--- config.mk ---
export PLATFORM = sky130hd
export DESIGN_NAME = mem_unit
export DESIGN_NICKNAME = d
export VERILOG_FILES = /design/src/rtl/mem_unit.sv
export SDC_FILE = /design/constraint.sdc
export NUM_CORES = 2
export LEC_CHECK = 0
export CAP_MARGIN = 20
export CORE_MARGIN = 3
export CORE_UTILIZATION = 35
export CTS_CLUSTER_DIAMETER = 40
export DETAILED_ROUTE_END_ITERATION = 10
export PLACE_DENSITY_LB_ADDON = 0.1
export SYNTH_ARGS = -nofsm -noshare
export SYNTH_HDL_FRONTEND = slang
export SYNTH_SLANG_ARGS = --single-unit
--- constraint.sdc ---
create_clock -name MEM_clk -period 8.8 [get_ports MEM_clk]
set_input_delay 0.88 -clock MEM_clk [delete_from_list [all_inputs] [get_ports MEM_clk]]
set_output_delay 0.88 -clock MEM_clk [all_outputs]
set_load 0.005 [all_outputs]
--- src/rtl/mem_unit.sv ---
// Memory unit: PC, MAR and MBR around a 256x8 RAM. A BOOT phase accepts
// program-load writes, and a RUN phase executes the fetch and store micro-operations.
module mem_unit (
  input  logic       MEM_clk,
  input  logic       MEM_rst_n,
  input  logic       MAR_we,
  input  logic       MAR_mux,
  input  logic       MBR_we,
  input  logic       MBR_mux,
  input  logic       RAM_we,
  input  logic       PC_inc,
  input  logic [3:0] IR_addr,
  input  logic [7:0] RF_data,
  input  logic       boot_done,
  input  logic       load_valid,
  input  logic [7:0] load_addr,
  input  logic [7:0] load_data,
  output logic       load_ready,
  output logic       MEM_run,
  output logic [7:0] PC_out,
  output logic [7:0] MAR_out,
  output logic [7:0] MBR_out,
  output logic       bus_err
);

  typedef enum logic {BOOT, RUN} state_t;

  state_t     state, next_state;
  logic [7:0] ram [0:255];
  logic [7:0] pc_q, mar_q, mbr_q;
  logic       bus_err_q;
  logic       ram_wr;
  logic [7:0] ram_wa, ram_wd, ram_rd;

  always_ff @(posedge MEM_clk or negedge MEM_rst_n) begin
    if (!MEM_rst_n) state <= BOOT;
    else            state <= next_state;
  end

  always_comb begin
    next_state = state;
    if (state == BOOT && boot_done) next_state = RUN;
  end

  assign load_ready = (state == BOOT);
  assign MEM_run    = (state == RUN);

  assign ram_rd = ram[mar_q];

  // A single write port serves both the boot loader and RUN-phase stores.
  // It is gated by reset so that a reset held across an edge aborts any write.
  always_comb begin
    ram_wr = 1'b0;
    ram_wa = mar_q;
    ram_wd = mbr_q;
    if (state == BOOT) begin
      ram_wr = load_valid;
      ram_wa = load_addr;
      ram_wd = load_data;
    end else begin
      ram_wr = RAM_we;
    end
    if (!MEM_rst_n) ram_wr = 1'b0;
  end

  always_ff @(posedge MEM_clk) begin
    if (ram_wr) ram[ram_wa] <= ram_wd;
  end

  always_ff @(posedge MEM_clk or negedge MEM_rst_n) begin
    if (!MEM_rst_n) begin
      pc_q      <= 8'h00;
      mar_q     <= 8'h00;
      mbr_q     <= 8'h00;
      bus_err_q <= 1'b0;
    end else if (state == RUN) begin
      if (PC_inc) pc_q <= pc_q + 8'h01;
      if (MAR_we) mar_q <= MAR_mux ? {4'h0, IR_addr} : pc_q;
      if (MBR_we) mbr_q <= MBR_mux ? RF_data : ram_rd;
      // Simultaneous store and MBR load, or a load request after boot, are protocol errors.
      if ((RAM_we && MBR_we) || load_valid) bus_err_q <= 1'b1;
    end
  end

  assign PC_out  = pc_q;
  assign MAR_out = mar_q;
  assign MBR_out = mbr_q;
  assign bus_err = bus_err_q;

endmodule
# ---- Word-level counts from Yosys, hierarchy flattened
# Memories as Yosys holds them, arrays and structs flattened.
# Index checks and enable logic that the tools add are counted.
dict set report totals {
  ff_bits 26
  ram_bits 2048
  output_inout_bits 27
  elab_cells 23
  mem_count 1
}
# name depth width rd rd_clocked_by_memory_dff wr line
set mem_list {}
lappend mem_list {ram 256 8 1 0 1 29} ;# logic [7:0] ram [0:255];
dict set report op_classes {
  add_sub_neg 1
  muxes 8
  bitwise_logic 1
  reduce_logical 7
}
# operator n
set op_table {}
lappend op_table {{2-to-1 mux 8 bit} 4}
lappend op_table {{adder 8 x 1 -> 8 bit, second input constant} 1}
lappend op_table {{AND reduction 2 bit} 4}
lappend op_table {{2-to-1 mux 1 bit} 4}
lappend op_table {{logical AND 1 bit} 2}
lappend op_table {{logical OR 1 bit} 1}
lappend op_table {{NOT 1 bit} 1}

# ---- Logic depth before layout (Yosys ltp)
dict set report depth {
  word_depth 4
  ltp_mapped 12
  depth_no_buf 7
}

# ---- Least setup slack after synthesis
# No wires, ideal clock.
dict set report synth_timing {
  path_type {register to register}
  from {reg state (netlist: MEM_run)}
  to {mem ram[0][0] (data pin)}
  t_arrival_ns 3.222
  required_time_ns 8.244
  path_slack_ns 5.022
  path_stages_with_launch 5
  path_buffers 3
  cell_sequence {dfrtp_1 -> clkbuf_1 -> clkbuf_1 -> buf_1 -> mux2_2}
}
dict set report synth_between {
  elab_chain_cells 1
}
# element line
set synth_lines {}
lappend synth_lines {{start, declared} 28} ;# state_t state, next_state;
lappend synth_lines {{start signal, assigned} 37} ;# else state <= next_state;
lappend synth_lines {{2-to-1 mux 8 bit} 56} ;# if (state == BOOT) begin
lappend synth_lines {{net ram_wd[0]} 33} ;# logic [7:0] ram_wa, ram_wd, ram_rd;
lappend synth_lines {{end, declared} 29}
# The timed path passes the listed nets, and every way through them passes these cells.

# ---- Worst setup path after layout
dict set report layout_timing {
  from {reg mar_q[0] (netlist: MAR_out[0])}
  to {reg mbr_q[6] (netlist: MBR_out[6])}
}
dict set report layout_between {
  elab_chain_cells 2
}
# element line
set layout_lines {}
lappend layout_lines {{start, declared} 30} ;# logic [7:0] pc_q, mar_q, mbr_q;
lappend layout_lines {{start signal, assigned} 78} ;# if (MAR_we) mar_q <= MAR_mux ? {4'h0, IR_addr} : pc_q;
lappend layout_lines {{memory (256 x 8 bit)} --}
lappend layout_lines {{2-to-1 mux 8 bit} 79} ;# if (MBR_we) mbr_q <= MBR_mux ? RF_data : ram_rd;
lappend layout_lines {{end signal, assigned} 79}
lappend layout_lines {{end, declared} 30}
# No other way between the ends.
# A chain may end at the register's enable or synchronous reset.

==> flow_metrics.py <==
metrics = {
    "min_path": {
        "hp-class": "primary input to async pin",
    },
    "pwr": {
        "p_leak_uw": 0.0301,
        "ir_worst_vdd_uv": 214,
        "powerDensity_mw_per_mm2": 317,
    },
    "critical_path": {
        "cp-end-kind": "register",
        "cp-start-kind": "register",
        "crit_path_start": "MAR_out[0]",
        "critical-path-slowest-cell": "buf_4",
        "r2r-end": "MBR_out[6]",
        "cp_max_fo": 90,
        "r2r_setup_slack_ps": 3730,
        "required_ps": 9590,
        "crit_chain": "buf_12, buf_4, buf_4, mux2i_1, o221ai_1, o21ai_0, o21ai_0, nor3_1, a311o_1, o311ai_1",
        "arrival_ps": 5860,
        "endpoint": "MBR_out[6]",
        "criticalPathCategory": "register to register",
        "r2r-start": "MAR_out[0]",
        "ff2ff_path_depth": 10,
        "max_stage_delay_ps": 710,
    },
    "cts": {
        "cts.sinks": 2074,
        "postCtsSetupRepairBufs": 0,
        "clk_path_buf_depth": 4,
        "hold_buffers": 0,
        "clk_latency_ps": 920,
        "cts_made_buffers": 345,
        "cts-resized-gates": 0,
        "clockRootBuffer": "clkbuf_16",
        "cts_tree": "done",
        "cts-htree-levels": 5,
        "clk_pin_slew_ps": 50,
    },
    "grt": {
        "grtUsageTotal_pct": 20.0,
        "grt_pass1_vias": 41846,
        "grt_pass1_wl_mm": 336,
        "overflow": 0,
        "antenna_found_initial": 10,
        "grt_max_degree": 161,
    },
    "sta": {
        "drv_slew": 0,
        "rsz0062_at_grt": "no",
        "fin_skew_ps": 67.2,
        "fmax_ghz": 0.197,
        "tns_ps": 0,
        "worstMarginPinSlew_ps": 1140,
        "period_minus_slack_ps": 5070,
        "finalSetupViolCount": 0,
        "finalHoldViolCount": 0,
        "relSlewSlack_pct": 23.4,
        "post-route-period-util_pct": 57.7,
    },
    "detailed_routing": {
        "num_vias": 40504,
        "ant_nets": 0,
        "route.detailed.wl_per_inst_um": 32.2,
        "drcViolationCount": 0,
        "finalWirelength_mm": 239,
        "drt_iter0_drc": 4020,
        "drtPass1Iterations": 8,
        "vias_per_cell": 5.46,
    },
    "logic_synthesis": {
        "ys_seq_area_share_pct": 77.0,
        "synth_xor_area_share_pct": 0.0759,
        "synth_compound_area_share_pct": 3.16,
        "synth_mux_area_share_pct": 14.9,
        "syn_inst": 3883,
        "ys.flop_type": "edfxtp_1",
        "synth-simple-area-share_pct": 3.23,
        "synth_seq_cells": 2074,
        "avgSynthCellArea_um2": 20.8,
        "syn_area_mm2": 0.0807,
        "yosysWarnings": 0,
        "syn-num-nets": 3922,
        "async_reset_ff_share_pct": 1.25,
        "synth_top_family_by_area": "multiplexers",
        "synth_enable_flop_cells": 2048,
        "synth_adder_area_share_pct": 0.0155,
        "yosys.cell_types.count": 66,
    },
    "place": {
        "gp_congestion": 0.828,
        "placed_area_mm2": 0.0848,
        "portBuffers": 64,
        "hpwl_mm": 145,
    },
    "floorplan": {
        "initial_core_util_pct": 35.4,
        "rows": 175,
        "fp.dieH_um": 486,
        "die_w_um": 486,
        "core_mm2": 0.228,
        "die_area_mm2": 0.237,
        "io_pins": 65,
    },
    "layout": {
        "final_common_cell": "edfxtp_1",
        "nets": 4182,
        "layout_common_cells": "edfxtp_1, mux4_2, clkbuf_16, nor2_1, nand2_1",
        "drive_above_1_share_pct": 26.6,
        "fin_area_mm2": 0.0966,
        "syn2layout_area_growth_pct": 19.6,
    },
    "job": {
        "maxCapViolCount": 0,
    },
    "run_status": {
        "run_status": "completed",
    },
}
==> cells in the mapped netlist, drive strengths merged, types with 6 or more instances <==
master | number | share of area (%)
o22ai | 78 | 0.60
mux2 | 39 | 0.54
inv | 7 | 0.033
or3 | 7 | 0.054
nand2 | 123 | 0.57
nor4 | 6 | 0.054
a21oi | 31 | 0.19
a31oi | 23 | 0.18
o21ai | 40 | 0.25
mux2i | 95 | 1.2
o221ai | 26 | 0.28
xnor2 | 6 | 0.065
and3 | 12 | 0.093
a211oi | 9 | 0.084
nand3 | 68 | 0.42
nor2b | 14 | 0.11
and2 | 13 | 0.10
nor3 | 25 | 0.16
o311ai | 7 | 0.076
nand2b | 14 | 0.11
a22o | 21 | 0.23
a22oi | 95 | 0.88
edfxtp | 2048 | 76
mux4 | 471 | 13
a221oi | 6 | 0.065
clkbuf | 73 | 0.34
nor2 | 299 | 1.4
dfrtp | 26 | 0.81
buf | 152 | 1.3
==> worst max-delay path: cells and delay by family, from the launching register on <==
kind | cells | cell delay (ps)
compound gates | 5 | 1800
buf+inv | 3 | 1790
flops | 1 | 700
simple gates | 1 | 260
mux | 1 | 220
==> layer usage <==
layer,track usage [%],share of wire [%],routed length [um],vias to the layer above
met5,0,0,0,-
met4,6.42,3.2,7570,0
met3,3.57,5.7,13600,387
met2,31.2,47,112000,1392
met1,28.6,44,106000,21898
li1,-,-,-,16827
==> how the worst min path moves through the flow <==
stage / to / from / slack, ps
6_report: MAR_out[6] / MEM_rst_n / 360
5_1_grt: MAR_out[6] / MEM_rst_n / 340
4_1_cts: MAR_out[6] / MEM_rst_n / 340
3_5_place_dp: bus_err / bus_err / 480
3_3_place_gp: bus_err / bus_err / 490
2_1_floorplan: bus_err / bus_err / 470
==> flip-flops by register name, summed over array words and instances, names as in the netlist <==
name,flops
MAR_out,8
MBR_out,8
MEM_run,1
PC_out,8
bus_err,1
ram,2048
==> per-stage QoR <==
step | worst slack (ps) | std cells | total power (uW) | util [%] | hold slack, ps
global route | 3400 | 7420 | 31600 | 42.3 | 339
CTS | 3580 | 7415 | 31000 | 42.3 | 340
finish | 3730 | 7420 | 30600 | 42.3 | 357
detailed placement | 3650 | 6805 | 17300 | 37.2 | 484
floorplan | 5020 | 3883 | 15100 | - | 468
global placement | 3200 | 6795 | 17300 | 37.1 | 488
==> kinds of logic after synthesis <==
kind of cell	Yosys count
buffers and inverters	233
XOR/XNOR	7
adder cells (fa/ha/maj)	1
AO/OA/AOI/OAI	365
AND/OR/NAND/NOR	598
flip-flops	2074
multiplexers	605
==> cell type report <==
class / count / area, um^2
clock inverters: 227 / 2810
inverters: 8 / 30.0
diodes: 5 / 12.5
multi-input cells: 1576 / 17500
fillers: 19781 / 132000
well taps: 3009 / 3760
flip-flops and latches: 2074 / 62200
clock buffers: 383 / 8900
repair buffers: 138 / 1430
==> report_power, final <==
part	internal [uW]	total, uW	switching (uW)
combinational	1590	5050	3460
clock	8810	13600	4810
sequential	11800	12000	146
total	22200	30600	8420
No activity file was read; power rests on OpenSTA's default activity.
